### config.mk
export PLATFORM = sky130hd
export DESIGN_NAME = xsim_mem_arbiter_flat
export DESIGN_NICKNAME = d
export VERILOG_FILES = /design/src/rtl/xsim_mem_arbiter_if.sv /design/src/rtl/xsim_mem_arbiter.sv /design/src/flat_wrapper.sv
export SDC_FILE = /design/constraint.sdc
export NUM_CORES = 1
export LEC_CHECK = 0
export ABC_AREA = 1
export CORE_AREA = 2 2 244 246
export CTS_BUF_LIST = sky130_fd_sc_hd__clkbuf_16
export DETAILED_ROUTE_END_ITERATION = 10
export DIE_AREA = 0 0 246 248
export GPL_ROUTABILITY_DRIVEN = 0
export HOLD_SLACK_MARGIN = 0.05
export PLACE_DENSITY = 0.34
export SYNTH_ARGS = -nofsm -noshare
export SYNTH_HDL_FRONTEND = slang
export SYNTH_SLANG_ARGS = --single-unit
### constraint.sdc
create_clock -name CLK -period 2.9 [get_ports CLK]
set_input_delay 0.58 -clock CLK [delete_from_list [all_inputs] [get_ports CLK]]
set_output_delay 0.58 -clock CLK [all_outputs]
set_load 0.1 [all_outputs]
### src/rtl/xsim_mem_arbiter_if.sv
// Bus bundles for the xsim memory arbiter: the client side carries N request/response
// lanes; the memory side is the single port into the simulation memory model.
interface xsim_cli_if #(parameter int N = 4);
  logic [N-1:0]    cli_req_valid;
  logic [N-1:0]    cli_req_write;
  logic [N*32-1:0] cli_req_addr;
  logic [N*32-1:0] cli_req_handle;
  logic [N*32-1:0] cli_req_data;
  logic [N-1:0]    cli_req_ready;
  logic [N-1:0]    cli_rsp_valid;
  logic [31:0]     cli_rsp_data;
  logic [N-1:0]    cli_rsp_ready;

  modport master (
    output cli_req_valid, cli_req_write, cli_req_addr, cli_req_handle, cli_req_data,
    output cli_rsp_ready,
    input  cli_req_ready, cli_rsp_valid, cli_rsp_data
  );

  modport slave (
    input  cli_req_valid, cli_req_write, cli_req_addr, cli_req_handle, cli_req_data,
    input  cli_rsp_ready,
    output cli_req_ready, cli_rsp_valid, cli_rsp_data
  );
endinterface

interface xsim_mem_if;
  logic        mem_rdy_readrequest;
  logic        mem_en_readrequest;
  logic [31:0] mem_readrequest_addr;
  logic [31:0] mem_readrequest_handle;
  logic        mem_rdy_readresponse;
  logic [31:0] mem_readresponse_data;
  logic        mem_en_readresponse;
  logic        mem_en_write32;
  logic [31:0] mem_write32_addr;
  logic [31:0] mem_write32_handle;
  logic [31:0] mem_write32_data;

  modport master (
    input  mem_rdy_readrequest, mem_rdy_readresponse, mem_readresponse_data,
    output mem_en_readrequest, mem_readrequest_addr, mem_readrequest_handle,
    output mem_en_readresponse,
    output mem_en_write32, mem_write32_addr, mem_write32_handle, mem_write32_data
  );

  modport slave (
    output mem_rdy_readrequest, mem_rdy_readresponse, mem_readresponse_data,
    input  mem_en_readrequest, mem_readrequest_addr, mem_readrequest_handle,
    input  mem_en_readresponse,
    input  mem_en_write32, mem_write32_addr, mem_write32_handle, mem_write32_data
  );
endinterface

### src/rtl/xsim_mem_arbiter.sv
// Round-robin arbiter sharing one xsim memory port among NUM_CLIENTS requesters;
// read issue order is kept in a tag FIFO so returning beats route to their owner.
module xsim_mem_arbiter #(
  parameter int NUM_CLIENTS = 4,
  parameter int TAG_DEPTH   = 4
) (
  input  logic        CLK,
  input  logic        RST_N,
  xsim_cli_if.slave   cli,
  xsim_mem_if.master  mem,
  output logic        orphan_rsp
);
  localparam int PW = $clog2(NUM_CLIENTS);
  localparam int TW = $clog2(TAG_DEPTH);
  localparam int CW = $clog2(TAG_DEPTH + 1);

  logic [PW-1:0] r_rr_ptr;
  logic [PW-1:0] r_tag [TAG_DEPTH];
  logic [TW-1:0] r_wr_ptr;
  logic [TW-1:0] r_rd_ptr;
  logic [CW-1:0] r_count;
  logic          r_orphan_rsp;

  logic                   w_full;
  logic                   w_empty;
  logic                   w_found;
  logic                   w_is_wr;
  logic                   w_push;
  logic                   w_pop;
  logic                   w_rsp_v;
  logic                   w_en_wr;
  logic [PW-1:0]          w_gnt;
  logic [PW-1:0]          w_head;
  logic [PW-1:0]          w_rr_next;
  logic [NUM_CLIENTS-1:0] w_elig;
  logic [NUM_CLIENTS-1:0] w_one;
  logic [31:0]            w_addr;
  logic [31:0]            w_handle;
  logic [31:0]            w_data;

  // Full is judged on the registered count, so a same-cycle pop never frees a slot early.
  assign w_full  = (r_count == CW'(TAG_DEPTH));
  assign w_empty = (r_count == '0);
  assign w_elig  = cli.cli_req_valid &
                   (cli.cli_req_write | {NUM_CLIENTS{mem.mem_rdy_readrequest & ~w_full}});

  always_comb begin
    int idx;
    idx     = 0;
    w_found = 1'b0;
    w_gnt   = '0;
    for (int k = 0; k < NUM_CLIENTS; k++) begin
      idx = int'(r_rr_ptr) + k;
      if (idx >= NUM_CLIENTS) idx = idx - NUM_CLIENTS;
      if (!w_found && w_elig[idx]) begin
        w_found = 1'b1;
        w_gnt   = PW'(idx);
      end
    end
  end

  assign w_one     = {{(NUM_CLIENTS-1){1'b0}}, 1'b1};
  assign w_is_wr   = cli.cli_req_write[w_gnt];
  assign w_rr_next = (w_gnt == PW'(NUM_CLIENTS - 1)) ? '0 : w_gnt + 1'b1;
  assign w_addr    = cli.cli_req_addr[{w_gnt, 5'd0} +: 32];
  assign w_handle  = cli.cli_req_handle[{w_gnt, 5'd0} +: 32];
  assign w_data    = cli.cli_req_data[{w_gnt, 5'd0} +: 32];
  assign w_en_wr   = RST_N & w_found & w_is_wr;
  assign w_push    = RST_N & w_found & ~w_is_wr;

  assign w_head  = r_tag[r_rd_ptr];
  assign w_rsp_v = RST_N & ~w_empty & mem.mem_rdy_readresponse;
  assign w_pop   = w_rsp_v & cli.cli_rsp_ready[w_head];

  assign cli.cli_req_ready = (RST_N && w_found) ? (w_one << w_gnt) : '0;
  assign cli.cli_rsp_valid = w_rsp_v ? (w_one << w_head) : '0;
  assign cli.cli_rsp_data  = w_rsp_v ? mem.mem_readresponse_data : '0;

  assign mem.mem_en_readrequest     = w_push;
  assign mem.mem_readrequest_addr   = w_push ? w_addr : '0;
  assign mem.mem_readrequest_handle = w_push ? w_handle : '0;
  assign mem.mem_en_write32         = w_en_wr;
  assign mem.mem_write32_addr       = w_en_wr ? w_addr : '0;
  assign mem.mem_write32_handle     = w_en_wr ? w_handle : '0;
  assign mem.mem_write32_data       = w_en_wr ? w_data : '0;
  assign mem.mem_en_readresponse    = w_pop;

  assign orphan_rsp = r_orphan_rsp;

  always_ff @(posedge CLK or negedge RST_N) begin
    if (!RST_N) begin
      r_rr_ptr     <= '0;
      r_wr_ptr     <= '0;
      r_rd_ptr     <= '0;
      r_count      <= '0;
      r_orphan_rsp <= 1'b0;
    end else begin
      if (w_found) r_rr_ptr <= w_rr_next;
      if (w_push)  r_wr_ptr <= r_wr_ptr + 1'b1;
      if (w_pop)   r_rd_ptr <= r_rd_ptr + 1'b1;
      if (w_push && !w_pop)      r_count <= r_count + 1'b1;
      else if (!w_push && w_pop) r_count <= r_count - 1'b1;
      if (mem.mem_rdy_readresponse && w_empty) r_orphan_rsp <= 1'b1;
    end
  end

  // Tag storage needs no reset: entries are only read while count is non-zero.
  always_ff @(posedge CLK) begin
    if (w_push) r_tag[r_wr_ptr] <= w_gnt;
  end
endmodule

### src/flat_wrapper.sv
// flat-port wrapper written by rule: the top's interface ports become plain ports
module xsim_mem_arbiter_flat 
#(
  parameter int NUM_CLIENTS = 4,
  parameter int TAG_DEPTH   = 4
)
  (CLK, RST_N, orphan_rsp, cli_cli_req_valid, cli_cli_req_write, cli_cli_req_addr, cli_cli_req_handle, cli_cli_req_data, cli_cli_rsp_ready, cli_cli_req_ready, cli_cli_rsp_valid, cli_cli_rsp_data, mem_mem_rdy_readrequest, mem_mem_rdy_readresponse, mem_mem_readresponse_data, mem_mem_en_readrequest, mem_mem_readrequest_addr, mem_mem_readrequest_handle, mem_mem_en_readresponse, mem_mem_en_write32, mem_mem_write32_addr, mem_mem_write32_handle, mem_mem_write32_data);
  xsim_cli_if #(.N((4))) cli_i ();
  xsim_mem_if mem_i ();
  input  logic CLK;
  input  logic RST_N;
  output logic orphan_rsp;
  input wire logic [$bits(cli_i.cli_req_valid)-1:0] cli_cli_req_valid;
  input wire logic [$bits(cli_i.cli_req_write)-1:0] cli_cli_req_write;
  input wire logic [$bits(cli_i.cli_req_addr)-1:0] cli_cli_req_addr;
  input wire logic [$bits(cli_i.cli_req_handle)-1:0] cli_cli_req_handle;
  input wire logic [$bits(cli_i.cli_req_data)-1:0] cli_cli_req_data;
  input wire logic [$bits(cli_i.cli_rsp_ready)-1:0] cli_cli_rsp_ready;
  output wire logic [$bits(cli_i.cli_req_ready)-1:0] cli_cli_req_ready;
  output wire logic [$bits(cli_i.cli_rsp_valid)-1:0] cli_cli_rsp_valid;
  output wire logic [$bits(cli_i.cli_rsp_data)-1:0] cli_cli_rsp_data;
  input wire logic [$bits(mem_i.mem_rdy_readrequest)-1:0] mem_mem_rdy_readrequest;
  input wire logic [$bits(mem_i.mem_rdy_readresponse)-1:0] mem_mem_rdy_readresponse;
  input wire logic [$bits(mem_i.mem_readresponse_data)-1:0] mem_mem_readresponse_data;
  output wire logic [$bits(mem_i.mem_en_readrequest)-1:0] mem_mem_en_readrequest;
  output wire logic [$bits(mem_i.mem_readrequest_addr)-1:0] mem_mem_readrequest_addr;
  output wire logic [$bits(mem_i.mem_readrequest_handle)-1:0] mem_mem_readrequest_handle;
  output wire logic [$bits(mem_i.mem_en_readresponse)-1:0] mem_mem_en_readresponse;
  output wire logic [$bits(mem_i.mem_en_write32)-1:0] mem_mem_en_write32;
  output wire logic [$bits(mem_i.mem_write32_addr)-1:0] mem_mem_write32_addr;
  output wire logic [$bits(mem_i.mem_write32_handle)-1:0] mem_mem_write32_handle;
  output wire logic [$bits(mem_i.mem_write32_data)-1:0] mem_mem_write32_data;
  assign cli_i.cli_req_valid = cli_cli_req_valid;
  assign cli_i.cli_req_write = cli_cli_req_write;
  assign cli_i.cli_req_addr = cli_cli_req_addr;
  assign cli_i.cli_req_handle = cli_cli_req_handle;
  assign cli_i.cli_req_data = cli_cli_req_data;
  assign cli_i.cli_rsp_ready = cli_cli_rsp_ready;
  assign cli_cli_req_ready = cli_i.cli_req_ready;
  assign cli_cli_rsp_valid = cli_i.cli_rsp_valid;
  assign cli_cli_rsp_data = cli_i.cli_rsp_data;
  assign mem_i.mem_rdy_readrequest = mem_mem_rdy_readrequest;
  assign mem_i.mem_rdy_readresponse = mem_mem_rdy_readresponse;
  assign mem_i.mem_readresponse_data = mem_mem_readresponse_data;
  assign mem_mem_en_readrequest = mem_i.mem_en_readrequest;
  assign mem_mem_readrequest_addr = mem_i.mem_readrequest_addr;
  assign mem_mem_readrequest_handle = mem_i.mem_readrequest_handle;
  assign mem_mem_en_readresponse = mem_i.mem_en_readresponse;
  assign mem_mem_en_write32 = mem_i.mem_en_write32;
  assign mem_mem_write32_addr = mem_i.mem_write32_addr;
  assign mem_mem_write32_handle = mem_i.mem_write32_handle;
  assign mem_mem_write32_data = mem_i.mem_write32_data;
  xsim_mem_arbiter #(.NUM_CLIENTS(NUM_CLIENTS), .TAG_DEPTH(TAG_DEPTH)) u_core (.CLK(CLK), .RST_N(RST_N), .cli(cli_i), .mem(mem_i), .orphan_rsp(orphan_rsp));
endmodule
==> results of run 1 <==
## repair_timing
| action | CTS | global route |
|---|---|---|
| cloned | 20 | 20 |
| buffers inserted | 31 | 15 |
| pin swaps | 103 | 175 |
| gates resized for setup | 256 | 258 |
| endpoints found under the setup margin | 177 | 176 |
## cells in the final DEF, fill, tap and decap left out, types with 2 or more instances in the layout
cell / n
clkdlybuf4s50_1: 422
nand2_1: 413
buf_12: 248
nor2_4: 165
inv_1: 120
nand3_2: 108
nand2_2: 100
nand2_4: 80
buf_4: 74
nand3_1: 55
inv_2: 36
nor2_1: 36
nand3_4: 30
buf_16: 25
buf_6: 23
clkbuf_16: 19
buf_8: 19
dfrtp_1: 10
nand4_1: 8
edfxtp_1: 8
ha_1: 6
dlygate4sd2_1: 6
diode_2: 4
nor3_1: 4
nor2_2: 3
ha_4: 3
dlymetal6s2s_1: 3
o21ai_0: 2
xor2_1: 2
clkinvlp_4: 2
## per-layer routing
| layer | vias up | track usage, % |
|---|---|---|
| met5 | - | 0 |
| met4 | 6 | 3.35 |
| met3 | 40 | 3.32 |
| met2 | 359 | 29.9 |
| met1 | 4984 | 17.0 |
| li1 | 5429 | - |
## flip-flops by register name (all words and copies together) (netlist names)
name and count:
u_core.orphan_rsp 1, u_core.r_count 3, u_core.r_rd_ptr 2, u_core.r_rr_ptr 2, u_core.r_tag 8, u_core.r_wr_ptr 2
## worst max-delay path: cells and delay by family, from the launching register on
kind / cells / cell delay (ns)
fa+ha+maj: 1 / 0.11
buf+inv: 8 / 0.95
flops: 1 / 0.38
compound gates: 1 / 0.25
simple gates: 10 / 1.01
## how the worst max path moves through the flow
stage,start,to,slack (ns),cells past startpoint
final,u_core.r_count[1],cli_cli_req_ready[3],-0.65,20
after floorplan,u_core.r_rd_ptr[0],cli_cli_rsp_valid[2],-0.74,5
after global routing,u_core.r_count[1],mem_mem_readrequest_addr[15],-0.82,18
after CTS,u_core.r_count[0],mem_mem_write32_data[6],-0.72,19
after detailed placement,cli_cli_req_write[3],mem_mem_readrequest_addr[15],-0.89,18
after global placement,cli_cli_req_write[2],mem_mem_readrequest_addr[15],-0.89,17
## logic make-up after synthesis
logic type                 after synthesis
buffers and inverters                  244
DFF                                     18
xor gates and xnor gates                 4
and+or+nand+nor                       1003
adders and majority gates               10
muxes                                    1
AOI/OAI and AO/OA                        8
## per-stage QoR
stage,std cells,hold slack [ns],instance area [um^2],worst slack [ns]
floorplan,1288,0.284,7490,-0.737
global placement,2737,0.456,17600,-0.892
detailed placement,2737,0.464,17600,-0.893
CTS,2791,0.478,19600,-0.717
global route,2822,0.506,21000,-0.818
finish,2822,0.473,21000,-0.650
## cell type report
type | count | area, um^2 | share of cell area (%)
timing repair buffer | 837 | 11500 | 54.7
multi-input combinational | 1026 | 7350 | 34.9
tap | 773 | 967 | 4.60
inverter | 160 | 639 | 3.04
sequential | 18 | 490 | 2.33
clock buffer | 3 | 75.1 | 0.357
antenna | 4 | 10.0 | 0.0476
clock inverter | 1 | 3.75 | 0.0178
==> metrics.txt, run 1 <==
CTS Buf Count 3; layout cells sized above 1 between 40% and 50%; area leader, netlist nand2_1; critical path type reg2out; Final Critical Period 3.55 ns; Hold WC Path Type reg2reg; Critical Path AT 2.97 ns; sequential fraction of the synthesis area about 8.4%; syn avg cell area approximately 4.5 um^2; origin of the critical flop-to-flop path u_core.r_count[1]; later-pin clock latency in the skew report about 0.25 ns; initial antenna violation count 7; RSZ-0062 raised after global routing yes; CP required 2.32 ns; Synth Register Bits 18; Total Nets Final roughly 2500; first-pass GRT wire length just over 70000 um; Die Wd about 250 um; relative slew slack 63.8%; Slew Limit Fails 0; Hold EP u_core.orphan_rsp; vias in the first global route around 11000; Die ar. 61000 um^2; CTS tree yes; CP endpoint kind output pin; cts hold-fix bufs 0; Synth async-reset ratio about 56%; Critical Path, Cell by Cell nor2_2 > nand2_2 > nand2_4 > nand2_4 > nand3_4 > nand2_4 > o21ai_4 > nand2_2 > nand2_2 > nand3_4 > buf_12 > clkinv_16 > buf_12 > buf_16 > buf_12 > buf_6 > ha_4 > inv_2 > nor2_4 > buf_12; number of synthesized flops with an enable pin 8; met2 wire len approximately 30000 um; Yosys cell types 30; Core Area slightly below 60000 um^2; Post-synth top cells 589 x nand2_1, 203 x nor2_1, 189 x nand3_1, 157 x inv_1, 45 x buf_2; IO buf count between 600 and 700; Synth Area in Compound Gates 1.00%; Primary FF master, synth dfrtp_1; r2r worst-path depth 20; Critical R2R Capture u_core.r_count[1]; violated checks negative setup slack; Post-Synth Simple-Gate Area 69.9%; Max Used Layer met5; largest net degree at the start of global routing 34; DRC viols 0; max incr delay on CP 0.38 ns; clock sink total 18; initial drt markers just under 300; IO Count about 640; Avg Vias per Cell between 3 and 4; synth-to-layout area growth 259%; clock slew at reported path FFs 0.05 ns; routed metal-1 wirelength between 20000 and 25000 um; worst hold stages 1; final antenna-violating net count 0; most frequent cell after synthesis nand2_1; Std-Cell Rows between 80 and 90; GR Overflow Total 0; Core Util, Final approximately 36%; Routed WL around 54000 um; Initial Util about a tenth; Slowest-stage cell, CP dfrtp_1; Worst Min Path Start u_core.orphan_rsp; Die Y 248 um; Max-cap violations 0; clk_skew between 0.004 and 0.005 ns; setup violators final 169; first-pass iteration count of the detailed router 4; most numerous cell on the critical path buf_12; Net Count, Synth about 1700; met3 WL 3320 um; status finished, violations left; Area contributors post-synth nand2_1 38%, nand3_1 16%, nor2_1 13%; Vias approximately 11000; critical path peak fanout 7; mux cell area share after synthesis less than 1%; fmax 0.282 GHz; Setup TNS -96.13 ns; Hold Fails Final Rpt 0; clock root buffer clkbuf_16; Clock Path Buffers 2; Setup crit start kind register; Fill cells around 6100; crit share post-route 122%; post-DR wirelength/cell about 19 um; Least-Margin Pin Slew 0.543 ns; Post-Synth Adder-Cell Area roughly 2.3%; synthesized area about 5900 um^2; estimated wirelength of the detail-placed design between 30000 and 40000 um; GRT Total Usage approximately 15%; H-tree levels 1; xor/xnor cell area share of the yosys netlist 0.727%; worst reg2reg setup slack -0.45 ns; Post-Synthesis Cells approximately 1300; Setup WS post-layout -0.650 ns; Yosys warning count 0; combinational family with the most area after synthesis simple AND/OR/NAND/NOR gates; top cell type's share of synthesized area 37.8%
Power of run 1 is not shown: default switching activity piles up to over one toggle a cycle in this logic, so the estimate is an artifact.
==> run 2: changes to the inputs <==
- GPL_TIMING_DRIVEN: not set -> 0
==> run 2 against run 1 <==
Effect of this change:
- the run still ends with negative setup slack left
- sequential share of layout area decreased by 0.053 points
- final area increased by 2.3%
- register-to-register slack got worse by 0.32 ns
- routed wire length increased by 9.5%
- setup slack got worse by 0.17 ns
==> metrics.txt, run 2 (synthesis results as in run 1) <==
status finished, violations left; violated checks negative setup slack; critical path peak fanout 7; DRC viols 0; IO Count between 600 and 700; RSZ-0062 raised after global routing yes; routed metal-1 wirelength around 23000 um; initial antenna violation count 2; met2 wire len between 30000 and 40000 um; CP endpoint kind output pin; Die Y 248 um; Critical Path, Cell by Cell clkdlybuf4s50_1 > nand3_2 > nand3_2 > o21ai_4 > buf_12 > nand4_4 > buf_12 > buf_6 > nand4_1 > nand3_4 > nand3_4 > buf_12 > buf_16 > buf_12 > buf_16 > nor2_4 > buf_12; Least-Margin Pin Slew 0.991 ns; H-tree levels 1; Std-Cell Rows 89; first-pass iteration count of the detailed router 4; clock root buffer clkbuf_16; Vias between 10000 and 15000; max incr delay on CP around 0.52 ns; largest net degree at the start of global routing 16; Max-cap violations 0; Setup TNS -124.57 ns; Final Critical Period ~3.7 ns; final antenna-violating net count 0; Core Util, Final a little under two fifths; Die ar. between 60000 and 70000 um^2; CTS Buf Count 3; GRT Total Usage roughly 17%; IO buf count around 640; Total Nets Final about 2500; most frequent cells in the layout 423 x clkdlybuf4s50_1, 352 x nand2_1, 224 x buf_12; Hold Fails Final Rpt 0; hold slack 0.351 ns; clock sink total 18; Core Area 58500 um^2; crit share post-route 128%; most numerous cell on the critical path buf_12; Reg area ~490 um^2; Fill cells ~6100; post-DR wirelength/cell between 20 and 25 um; Avg Vias per Cell ~3.9; Initial Util 10.0%; Die Wd 246 um; critical path type in2out; met3 WL 3600 um; Regs by FF count u_core.r_tag: 8 flops, u_core.r_count: 3 flops; Multi-input gate area 8110 um^2; estimated wirelength of the detail-placed design 42800 um; Critical Path AT approximately 3.1 ns; Clock Path Buffers 2; origin of the critical flop-to-flop path u_core.r_count[1]; layout cells sized above 1 slightly above 50%; vias in the first global route between 10000 and 15000; clock slew at reported path FFs about 0.06 ns; Slowest-stage cell, CP clkdlybuf4s50_1; setup violators final between 150 and 200; Hold WC Path Type in2async; synth-to-layout area growth 268%; first-pass GRT wire length between 70000 and 80000 um; fmax ~0.27 GHz; later-pin clock latency in the skew report ~0.25 ns; initial drt markers 274; CTS tree yes; CP required roughly 2.3 ns; GR Overflow Total 0; Slew Limit Fails 0; relative slew slack roughly a third; Max Used Layer met4; Setup crit start kind input port; Routed WL 58700 um; Biggest register u_core.r_tag; Setup WS post-layout -0.823 ns; commonest non-fill, non-tap cell in the layout clkdlybuf4s50_1; max FFs per register 8; clk_skew around 0.0038 ns; Worst Setup SP cli_cli_req_valid[3]
[run 2: stage by stage]
| step | cell area, um^2 | setup WS [ns] | instances |
|---|---|---|---|
| after global placement | 14800 | -2.33 | 2696 |
| after detailed placement | 14800 | -2.34 | 2696 |
| after floorplan | 7490 | -0.737 | 1288 |
| after global routing | 21500 | -0.992 | 2822 |
| final | 21500 | -0.823 | 2822 |
| after CTS | 19000 | -0.869 | 2806 |
[run 2: metal layers]
metal  up-vias  track usage, %
li1       5433               -
met1      5155            20.7
met2       355            33.4
met3        18            3.40
met4         0            1.30
met5         -               0
[run 2: final cells by class]
cell class / instances / share of cell area (%)
Antenna cell: 1 / 0.0116
Buffer: 76 / 5.60
Clock buffer: 3 / 0.349
Clock inverter: 1 / 0.0174
Inverter: 160 / 2.93
Multi-Input combinational cell: 1027 / 37.7
Sequential cell: 18 / 2.28
Tap cell: 773 / 4.49
Timing Repair Buffer: 763 / 46.7
[run 2: final timing paths]
path,endpoint,slack (ns),cells past startpoint
max in group asynchronous,u_core.r_rr_ptr[1],2.25,1
worst max register to register,u_core.r_count[1],-0.77,21
worst max-delay path,mem_mem_write32_addr[21],-0.82,17
worst min-delay path,u_core.r_rd_ptr[1],0.35,1
min in group CLK,u_core.orphan_rsp,0.48,1
worst min register to register,u_core.orphan_rsp,0.48,1
[run 2: worst max-delay path, delay by kind of cell]
| kind | cells | cell delay, ns |
|---|---|---|
| buffers and inverters | 9 | 1.65 |
| and+or+nand+nor | 7 | 0.79 |
| AOI/OAI and AO/OA | 1 | 0.08 |
[run 2: what timing repair did]
item / CTS / global route
endpoints found under the setup margin: 217 / 214
cloned: 32 / 15
gates resized for setup: 1808 / 688
hold buffers: 0 / 0
pin swaps: 117 / 305
buffers inserted: 78 / 19
Power of run 2 is left out for the same reason.
==> run 3: changes to the inputs <==
- SKIP_CTS_REPAIR_TIMING: not set -> 1
==> run 3 against run 2 <==
Effect of this change:
- the run still ends with negative setup slack left
- register-to-register slack hardly changed
- sequential share of layout area is 0.54 points higher
- non-clock buffer count is 72 lower
- final cell count is 2.5% lower
- routed wire length is 8.5% lower
- worst hold slack better by 0.12 ns
- setup slack better by 0.0062 ns
- critical path depth stayed put
- fmax is 0.17% higher
- core utilization is 6.9 points lower
==> metrics.txt, run 3 (synthesis results as in run 1) <==
status finished, violations left; violated checks negative setup slack; layout cells sized above 1 33.3%; estimated wirelength of the detail-placed design around 43000 um; clock sink total 18; RSZ-0062 raised after global routing yes; synth-to-layout area growth 198%; Regs by FF count u_core.r_tag: 8 flops, u_core.r_count: 3 flops; initial antenna violation count 2; critical path type reg2out; Avg Vias per Cell roughly 3.8; largest net degree at the start of global routing 16; most frequent cells in the layout 501 x nand2_1, 424 x clkdlybuf4s50_1, 162 x nand3_1; clk_skew 0.00460 ns; clock root buffer clkbuf_16; initial drt markers 300; Die Y about 250 um; Setup crit start kind register; Biggest register u_core.r_tag; later-pin clock latency in the skew report 0.25 ns; relative slew slack 33.6%; CP required around 2.3 ns; fmax roughly 0.27 GHz; crit share post-route 128%; max FFs per register 8; first-pass GRT wire length 70100 um; Fill cells approximately 6400; Hold WC Path Type reg2reg; H-tree levels 1; Initial Util between 10% and 20%; Vias a little over 10000; Max-cap violations 0; setup violators final 214; dpl ws -2.34 ns; Std-Cell Rows 89; CP endpoint kind output pin; Clock Path Buffers 2; DRC viols 0; GR Overflow Total 0; CTS tree yes; commonest non-fill, non-tap cell in the layout nand2_1; GRT Total Usage approximately 15%; Hold Fails Final Rpt 0; Routed WL 53700 um; clock slew at reported path FFs about 0.05 ns; Slew Limit Fails 0; Least-Margin Pin Slew just under 1 ns; Final Critical Period between 3 and 4 ns; Total Nets Final about 2400; post-DR wirelength/cell ~20 um; Core Area 58500 um^2; CTS Buf Count 3; IO buf count ~640; vias in the first global route 10200; Critical Path AT around 3.1 ns; Setup WS post-layout -0.817 ns; final antenna-violating net count 0; IO Count roughly 640; Die ar. 61000 um^2; first-pass iteration count of the detailed router 4; Die Wd approximately 250 um; hold slack 0.475 ns; critical path peak fanout 8; Setup TNS -143.18 ns
[run 3: cell type report]
| cell class | count | area [um^2] | share of cell area [%] |
|---|---|---|---|
| clock inverters | 1 | 3.75 | 0.0215 |
| well taps | 773 | 967 | 5.54 |
| multi-input cells | 1029 | 6180 | 35.4 |
| inverters | 160 | 637 | 3.65 |
| clock buffers | 3 | 75.1 | 0.430 |
| flip-flops and latches | 18 | 493 | 2.82 |
| repair buffers | 683 | 8030 | 46.0 |
| plain buffers | 84 | 1080 | 6.19 |
| diodes | 1 | 2.50 | 0.0143 |
[run 3: critical path, cell delays in order (launching register included)]
cell and delay (ns):
dfrtp_1 0.32, buf_4 0.22, clkinvlp_4 0.22, nand3_2 0.16
nand2_4 0.08, o21ai_4 0.18, buf_4 0.14, nand4_1 0.13
nand3_4 0.16, buf_12 0.12, nand2_4 0.09, nand3_2 0.12
nand3_4 0.08, buf_12 0.17, buf_16 0.17, clkbuf_16 0.19
nor2_4 0.13, buf_12 0.19
[run 3: worst paths after layout]
kind	start	cells past startpoint	slack (ns)	endpoint
worst max-delay path	u_core.r_rr_ptr[0]	17	-0.82	mem_mem_write32_addr[24]
worst min-delay path	u_core.orphan_rsp	1	0.47	u_core.orphan_rsp
worst max register to register	u_core.r_rr_ptr[0]	20	-0.76	u_core.r_count[1]
worst min register to register	u_core.orphan_rsp	1	0.47	u_core.orphan_rsp
max in group asynchronous	RST_N	1	1.73	u_core.r_count[1]
min in group asynchronous	RST_N	1	0.73	u_core.r_rd_ptr[1]
[run 3: metal layers]
metal	up-vias	share of wire (%)	GRT usage, %
met1	4771	41	18.2
li1	5284	-	-
met2	320	53	29.3
met3	8	5.9	3.18
met4	0	0.45	1.07
met5	-	0	0
[run 3: stage by stage]
step / cells / instance area, um^2 / utilization (%)
after detailed placement: 2696 / 14800 / 25.3
after floorplan: 1288 / 7490 / -
final: 2752 / 17500 / 29.9
after global placement: 2696 / 14800 / 25.3
after CTS: 2700 / 14900 / 25.5
after global routing: 2752 / 17500 / 29.9
Power of run 3 is left out for the same reason.
